$ cat src/rtl/alu_pkg.sv
// ----------------------------------------------------------------------------
// alu_pkg
// Shared definitions for the sequential ALU: opcode encodings, flag bit
// positions within the 4-bit flag vector, and the controller state encoding.
// No ports (package).
// ----------------------------------------------------------------------------
package alu_pkg;

   localparam logic [2:0] OP_ADD = 3'd0;
   localparam logic [2:0] OP_SUB = 3'd1;
   localparam logic [2:0] OP_AND = 3'd2;
   localparam logic [2:0] OP_OR  = 3'd3;
   localparam logic [2:0] OP_XOR = 3'd4;
   localparam logic [2:0] OP_SHL = 3'd5;
   localparam logic [2:0] OP_SHR = 3'd6;
   localparam logic [2:0] OP_MUL = 3'd7;

   // Flag vector layout: {C, V, Z, N}
   localparam int FLAG_C = 3;
   localparam int FLAG_V = 2;
   localparam int FLAG_Z = 1;
   localparam int FLAG_N = 0;

   typedef enum logic [1:0] {
      ST_IDLE = 2'd0,
      ST_MUL  = 2'd1,
      ST_DONE = 2'd2
   } state_t;

endpackage

$ cat src/rtl/cla_nbit.sv
// ----------------------------------------------------------------------------
// cla_nbit
// WIDTH-bit carry-lookahead adder. Every carry is formed directly from the
// generate/propagate terms and the carry-in, so no carry depends on another.
// Ports:
//   A, B  in  WIDTH  addends
//   Ci    in  1      carry-in
//   S     out WIDTH  sum
//   Co    out 1      carry-out of the MSB
//   OF    out 1      two's-complement overflow
// ----------------------------------------------------------------------------
module cla_nbit #(
   parameter int WIDTH = 8
) (
   input  logic [WIDTH-1:0] A,
   input  logic [WIDTH-1:0] B,
   input  logic             Ci,
   output logic [WIDTH-1:0] S,
   output logic             Co,
   output logic             OF
);

   logic [WIDTH-1:0] g;
   logic [WIDTH-1:0] p;
   logic [WIDTH:0]   c;
   logic             prod;
   logic             csum;

   always_comb begin
      g    = A & B;
      p    = A ^ B;
      c    = '0;
      prod = 1'b0;
      csum = 1'b0;
      c[0] = Ci;
      // c[i+1] = g[i] | p[i]g[i-1] | ... | p[i]..p[0]Ci
      for (int i = 0; i < WIDTH; i++) begin
         prod = Ci;
         for (int k = 0; k <= i; k++) begin
            prod = prod & p[k];
         end
         csum = prod;
         for (int j = 0; j <= i; j++) begin
            prod = g[j];
            for (int k = j + 1; k <= i; k++) begin
               prod = prod & p[k];
            end
            csum = csum | prod;
         end
         c[i+1] = csum;
      end
   end

   assign S  = p ^ c[WIDTH-1:0];
   assign Co = c[WIDTH];
   // Overflow when carry into the sign bit differs from carry out of it
   assign OF = c[WIDTH] ^ c[WIDTH-1];

endmodule

$ cat src/rtl/alu_seq.sv
// ----------------------------------------------------------------------------
// alu_seq
// Handshaked ALU: eight operations on two WIDTH-bit operands, registered
// result and {C,V,Z,N} flags. MUL is an iterative shift-add taking WIDTH
// cycles; every other operation completes in the accepting cycle.
// Ports:
//   clk        in  1      rising-edge clock
//   reset      in  1      asynchronous active-high reset
//   in_valid   in  1      opcode/operands present
//   in_ready   out 1      high only while idle
//   op         in  3      opcode (alu_pkg OP_*)
//   operand1   in  WIDTH  operand A
//   operand2   in  WIDTH  operand B
//   out_valid  out 1      result/flags valid
//   out_ready  in  1      consumer takes result
//   result     out WIDTH  registered result
//   flags      out 4      registered {C,V,Z,N}
// ----------------------------------------------------------------------------
module alu_seq
   import alu_pkg::*;
#(
   parameter int WIDTH = 8
) (
   input  logic             clk,
   input  logic             reset,
   input  logic             in_valid,
   output logic             in_ready,
   input  logic [2:0]       op,
   input  logic [WIDTH-1:0] operand1,
   input  logic [WIDTH-1:0] operand2,
   output logic             out_valid,
   input  logic             out_ready,
   output logic [WIDTH-1:0] result,
   output logic [3:0]       flags
);

   localparam int SW = $clog2(WIDTH);

   state_t             state_q, state_d;
   logic [WIDTH-1:0]   result_q, result_d;
   logic [3:0]         flags_q, flags_d;
   logic [WIDTH-1:0]   mcand_q, mcand_d;
   // {partial-product high half, remaining multiplier bits}
   logic [2*WIDTH-1:0] acc_q, acc_d;
   logic [SW-1:0]      cnt_q, cnt_d;

   logic [WIDTH-1:0]   add_a, add_b, add_s;
   logic               add_ci, add_co, add_of;
   logic [2*WIDTH-1:0] acc_step;

   logic [SW-1:0]      shamt;
   logic [2*WIDTH-1:0] shl_full, shr_full;

   logic [WIDTH-1:0]   alu_res;
   logic               alu_c, alu_v;

   function automatic logic [3:0] make_flags(input logic c, input logic v,
                                             input logic [WIDTH-1:0] r);
      logic [3:0] f;
      f         = '0;
      f[FLAG_C] = c;
      f[FLAG_V] = v;
      f[FLAG_Z] = (r == '0);
      f[FLAG_N] = r[WIDTH-1];
      return f;
   endfunction

   // One adder serves ADD/SUB while idle and the partial sums while multiplying
   always_comb begin
      if (state_q == ST_MUL) begin
         add_a  = acc_q[2*WIDTH-1:WIDTH];
         add_b  = acc_q[0] ? mcand_q : '0;
         add_ci = 1'b0;
      end else begin
         add_a  = operand1;
         add_b  = (op == OP_SUB) ? ~operand2 : operand2;
         add_ci = (op == OP_SUB);
      end
   end

   cla_nbit #(.WIDTH(WIDTH)) u_cla (
      .A  (add_a),
      .B  (add_b),
      .Ci (add_ci),
      .S  (add_s),
      .Co (add_co),
      .OF (add_of)
   );

   // Shift-add step: add multiplicand into the high half, then shift the
   // whole accumulator (including the adder carry) right by one.
   assign acc_step = {add_co, add_s, acc_q[WIDTH-1:1]};

   // Shifts are done in a double-width field so the last bit shifted out
   // lands at a fixed position next to the result.
   assign shamt    = operand2[SW-1:0];
   assign shl_full = {{WIDTH{1'b0}}, operand1} << shamt;
   assign shr_full = {operand1, {WIDTH{1'b0}}} >> shamt;

   always_comb begin
      alu_res = '0;
      alu_c   = 1'b0;
      alu_v   = 1'b0;
      case (op)
         OP_ADD, OP_SUB: begin
            alu_res = add_s;
            alu_c   = add_co;
            alu_v   = add_of;
         end
         OP_AND: alu_res = operand1 & operand2;
         OP_OR:  alu_res = operand1 | operand2;
         OP_XOR: alu_res = operand1 ^ operand2;
         OP_SHL: begin
            alu_res = shl_full[WIDTH-1:0];
            alu_c   = (shamt != '0) & shl_full[WIDTH];
         end
         OP_SHR: begin
            alu_res = shr_full[2*WIDTH-1:WIDTH];
            alu_c   = (shamt != '0) & shr_full[WIDTH-1];
         end
         default: ;
      endcase
   end

   always_comb begin
      state_d  = state_q;
      result_d = result_q;
      flags_d  = flags_q;
      mcand_d  = mcand_q;
      acc_d    = acc_q;
      cnt_d    = cnt_q;
      case (state_q)
         ST_IDLE: begin
            if (in_valid) begin
               if (op == OP_MUL) begin
                  mcand_d = operand1;
                  acc_d   = {{WIDTH{1'b0}}, operand2};
                  cnt_d   = '0;
                  state_d = ST_MUL;
               end else begin
                  result_d = alu_res;
                  flags_d  = make_flags(alu_c, alu_v, alu_res);
                  state_d  = ST_DONE;
               end
            end
         end
         ST_MUL: begin
            acc_d = acc_step;
            if (cnt_q == SW'(WIDTH - 1)) begin
               result_d = acc_step[WIDTH-1:0];
               flags_d  = make_flags(|acc_step[2*WIDTH-1:WIDTH],
                                     |acc_step[2*WIDTH-1:WIDTH],
                                     acc_step[WIDTH-1:0]);
               state_d  = ST_DONE;
            end else begin
               cnt_d = cnt_q + 1'b1;
            end
         end
         ST_DONE: begin
            if (out_ready) state_d = ST_IDLE;
         end
         default: state_d = ST_IDLE;
      endcase
   end

   always_ff @(posedge clk or posedge reset) begin
      if (reset) begin
         state_q  <= ST_IDLE;
         result_q <= '0;
         flags_q  <= '0;
         mcand_q  <= '0;
         acc_q    <= '0;
         cnt_q    <= '0;
      end else begin
         state_q  <= state_d;
         result_q <= result_d;
         flags_q  <= flags_d;
         mcand_q  <= mcand_d;
         acc_q    <= acc_d;
         cnt_q    <= cnt_d;
      end
   end

   assign in_ready  = (state_q == ST_IDLE);
   assign out_valid = (state_q == ST_DONE);
   assign result    = result_q;
   assign flags     = flags_q;

endmodule

$ cat config.mk
export PLATFORM = sky130hd
export DESIGN_NAME = alu_seq
export DESIGN_NICKNAME = d
export VERILOG_FILES = /design/src/rtl/alu_pkg.sv /design/src/rtl/cla_nbit.sv /design/src/rtl/alu_seq.sv
export SDC_FILE = /design/constraint.sdc
export NUM_CORES = 1
export LEC_CHECK = 0
export ABC_AREA = 1
export CAP_MARGIN = 20
export CORE_ASPECT_RATIO = 0.6
export CORE_UTILIZATION = 50
export CTS_BUF_LIST = sky130_fd_sc_hd__clkbuf_2
export CTS_CLUSTER_DIAMETER = 150
export DETAILED_ROUTE_END_ITERATION = 8
export GPL_ROUTABILITY_DRIVEN = 0
export PLACE_DENSITY = 0.83
export SYNTH_ARGS = -nofsm -noshare
export SYNTH_HDL_FRONTEND = slang
export SYNTH_HIERARCHICAL = 1
export SYNTH_SLANG_ARGS = --single-unit
$ cat constraint.sdc
create_clock -name clk -period 3.3 [get_ports clk]
set_clock_uncertainty 0.1 [all_clocks]
set_input_delay 0.495 -clock clk [delete_from_list [all_inputs] [get_ports clk]]
set_output_delay 0.495 -clock clk [all_outputs]
set_load 0.01 [all_outputs]
==> summary.txt, run 1 <==
Floorplanning
  – IO Count: 37
  – Std-Cell Rows: 23
  – Floorplan core area: 6760 um^2
  – Die Wd: 111 um
  – Die area: 7470 um^2
  – Initial core utilization: 52.6%
  – DIE HEIGHT: 67.3 um

Worst setup path
  – Worst reg2reg path endpoint: flags[3]
  – Reg2Reg Depth: 21
  – CP most frequent cell: nand4_1
  – Worst path slowest cell: dfrtp_1
  – FF-to-FF setup slack: -0.17 ns
  – CP Data Arrival Time: 3.73 ns
  – Crit Path Class: register to register
  – CP cell instances: nor2_4 > buf_6 > buf_12 > buf_8 > nand3_2 > nand2_2 > ha_4 > ha_4 > nand3_4 > buf_4 > nor2_1 > nand4_1 > nand4_1 > nor2_1 > nand4_1 > nand2_1 > nand2_2 > nor4_2 > a21oi_1 > nor3_1 > a21oi_1
  – Worst-path fanout max: 6
  – Crit-path max cell delay: 0.46 ns
  – Startpoint Class: register
  – CP Capture Type: register
  – Required time of the worst setup path: 3.56 ns
  – FF-to-FF Start: state_q[1]

Yosys
  – Top FF cell, synth: dfrtp_1
  – Syn. warnings: 6
  – Post-Synthesis Cell Area: 3560 um^2
  – Mapped Avg Cell Area: 6.65 um^2
  – Count leader, synth: nand2_1
  – Mapped Cells: 535
  – Async set or reset register ratio after synthesis: 100%
  – Number of flops mapped to enable cells by yosys: 0
  – Commonest cells post-synth: nand2_1, nand3_1, inv_1
  – Unique masters post-synth: 38
  – Flops & latches, synth: 40
  – Cell taking the most area after synthesis: dfrtp_1
  – Post-synth top area share: 28.1%
  – Seq/Total Area, Yosys: 28.1%
  – Syn Nets: 587
  – Synth top area cells: dfrtp_1, nand2_1, nand3_1, ha_1, inv_1

Run status
  – Status: complete, but fails checks
  – Violated checks: design-rule violations, negative setup slack

Run
  – Max-cap violations: 0

Cells and area
  – Antenna cells: 0
  – Syn-to-layout area delta: 30.7%
  – Share of layout cells above drive strength 1: 19.3%
  – Post-layout util: 68.8%
  – Design Area, Final: 4650 um^2
  – Nets: 667
  – Non-filler instance count after layout: 703

Pwr
  – Pint: 1.42 mW
  – Leakage: 2.26 nW
  – Seq pwr share: 33.8%
  – VDD IR max: 378 uV
  – Logic gate share of total power: 57.0%
  – Sw power: 1.14 mW
  – Sw frac: 44.6%
  – Clock power share: 9.2%
  – PD cells: 550 nW/um^2

STA
  – Period utilisation layout: 105%
  – Final slew viol count: 0
  – Normalized max-slew margin: 61.3%
  – RSZ-0062 raised after global routing: true
  – Slew @ Worst Pin: 0.578 ns
  – Fmax: 0.288 GHz
  – Crit path time final: 3.47 ns
  – Setup violators final: 3
  – Setup ws final: -0.168 ns
  – Final hold vios: 0

Global route
  – Global Route Usage Sum: 32.4%
  – Initial antenna violation count: 0
  – Largest net degree at the start of global routing: 41
  – Global-route wire length before repair: 18.5 mm
  – Vias in the first global route: 3671
  – Overflow after GRT: 0

CTS
  – CTS Buffer Depth: 2
  – TritonCTS clock tree: yes
  – Worst skew pair latency: 0.45 ns
  – Clk slew on worst S/H paths: 0.24 ns
  – Total clock buffers created by CTS: 5
  – Root Buffer: clkbuf_2
  – H-Tree Depth: 2
  – Sink Count: 40
  – Hold-fix buffers, CTS: 0

Placed design
  – Area of placed instances: 4280 um^2
  – Placed insts: 685
  – Buffers on Ports: 36
  – Detailed Place HPWL: 9.19 mm

Routing
  – Vias post-DR: 4272
  – Wirelength per Cell: 17.6 um
  – Post-DRT Antenna Nets: 0
  – First-pass detailed-route iteration total: 9
  – Vias per inst: 6.08
  – DRT iter0 DRCs: 819
  – Final wirelength: 12.4 mm
  – Residual DRC: 1

Worst hold path
  – Min-delay worst type: input port to asynchronous set/reset pin
cell type report:
| class | instances | area [um^2] |
|---|---|---|
| Inverter | 66 | 250 |
| Sequential cell | 40 | 1000 |
| Clock buffer | 5 | 25.0 |
| Timing Repair Buffer | 97 | 862 |
| Fill cell | 555 | 2110 |
| Clock inverter | 3 | 18.8 |
| Multi-Input combinational cell | 405 | 2380 |
| Tap cell | 87 | 109 |
registers in the layout (all words and copies together), names as in the netlist:
name,count
acc_q,16
mcand_q,8
cnt_q,3
result,7
state_q,2
flags,4
critical path, delay by kind of cell (launching register included):
kind / cells / cell delay (ns)
buffers and inverters: 4 / 0.47
adder cells (fa/ha/maj): 2 / 0.39
flip-flops: 1 / 0.46
AND/OR/NAND/NOR: 13 / 1.73
AO/OA/AOI/OAI: 2 / 0.23
layout by cell type, fill, tap and decap left out, types with 2 or more instances in the layout:
master           count
a21oi_1             10
a22o_1               3
a31oi_1             10
buf_12               2
buf_4               55
buf_6                3
clkbuf_2             5
clkdlybuf4s50_1     36
clkinvlp_4           2
dfrtp_1             40
ha_1                22
ha_2                 2
ha_4                 4
inv_1               60
inv_2                5
nand2_1            113
nand2_2             13
nand2_4              2
nand3_1             71
nand3_2              2
nand3_4              2
nand3b_1             2
nand4_1             11
nand4_4              2
nor2_1              54
nor2_2               8
nor3_1               6
o21ai_0             31
o21ai_1              8
o21ai_2              4
o22ai_2              2
o311ai_0             4
xnor2_1              2
xor2_1               3
metal layers:
metal / wire length, um / share of wire [%] / GRT usage [%] / vias up
met5: 0 / 0 / 0 / -
met1: 5050 / 41 / 43.8 / 1936
met3: 2010 / 16 / 14.4 / 62
met4: 352 / 2.8 / 6.17 / 0
li1: - / - / - / 1931
met2: 4970 / 40 / 48.0 / 343
kinds of logic (layout without fill, tap and decap cells):
kind of cell / count (synthesis) / in the layout / share of synthesized area [%]
AND/OR/NAND/NOR: 292 / 292 / 36.5
buffers and inverters: 90 / 171 / 10.8
AO/OA/AOI/OAI: 78 / 78 / 12.6
flip-flops: 40 / 40 / 28.1
adder cells (fa/ha/maj): 29 / 29 / 10.4
XOR/XNOR: 6 / 6 / 1.48
power by group through the flow:
stage / logic [mW] / registers (mW) / clock network, mW
2_1_floorplan: 0.735 / 0.864 / 0
3_3_place_gp: 1.20 / 0.857 / 0
3_5_place_dp: 1.25 / 0.870 / 0
4_1_cts: 1.28 / 0.855 / 0.238
5_1_grt: 1.58 / 0.888 / 0.264
6_report: 1.46 / 0.865 / 0.235
how the worst max path moves through the flow:
stage	from	cells after the start	slack (ns)	to
after floorplan	op[1]	26	0.02	flags[1]
after global placement	op[2]	25	-0.44	flags[1]
after detailed placement	op[2]	25	-0.50	flags[1]
after CTS	state_q[0]	27	0.02	flags[1]
after global routing	state_q[1]	26	-0.27	flags[1]
final	state_q[1]	21	-0.17	flags[3]
stage by stage:
stage / hold WS (ns) / setup WS (ns) / power [mW] / TNS, ns
final: 0.336 / -0.168 / 2.56 / -0.314
after floorplan: 0.353 / 0.0160 / 1.60 / 0
after CTS: 0.348 / 0.0159 / 2.37 / 0
after global routing: 0.351 / -0.272 / 2.73 / -0.905
after global placement: 0.372 / -0.439 / 2.06 / -2.70
after detailed placement: 0.386 / -0.499 / 2.12 / -3.32
timing repair:
action | CTS | global route
setup buffers | 4 | 6
gates resized for setup | 5 | 60
endpoints found under the setup margin | 5 | 6
pin swaps | 4 | 38
Power figures use the tool's default switching activity.
==> inputs of run 2 (changes only) <==
--- a/config.mk
+++ b/config.mk
@@ -13,6 +13,7 @@
 export CTS_CLUSTER_DIAMETER = 150
 export DETAILED_ROUTE_END_ITERATION = 8
 export GPL_ROUTABILITY_DRIVEN = 0
+export HOLD_SLACK_MARGIN = 0.08
 export PLACE_DENSITY = 0.83
 export SYNTH_ARGS = -nofsm -noshare
 export SYNTH_HDL_FRONTEND = slang
==> results of run 2 <==
Same layout as run 1: the final DEF is identical, and so are final timing and power.
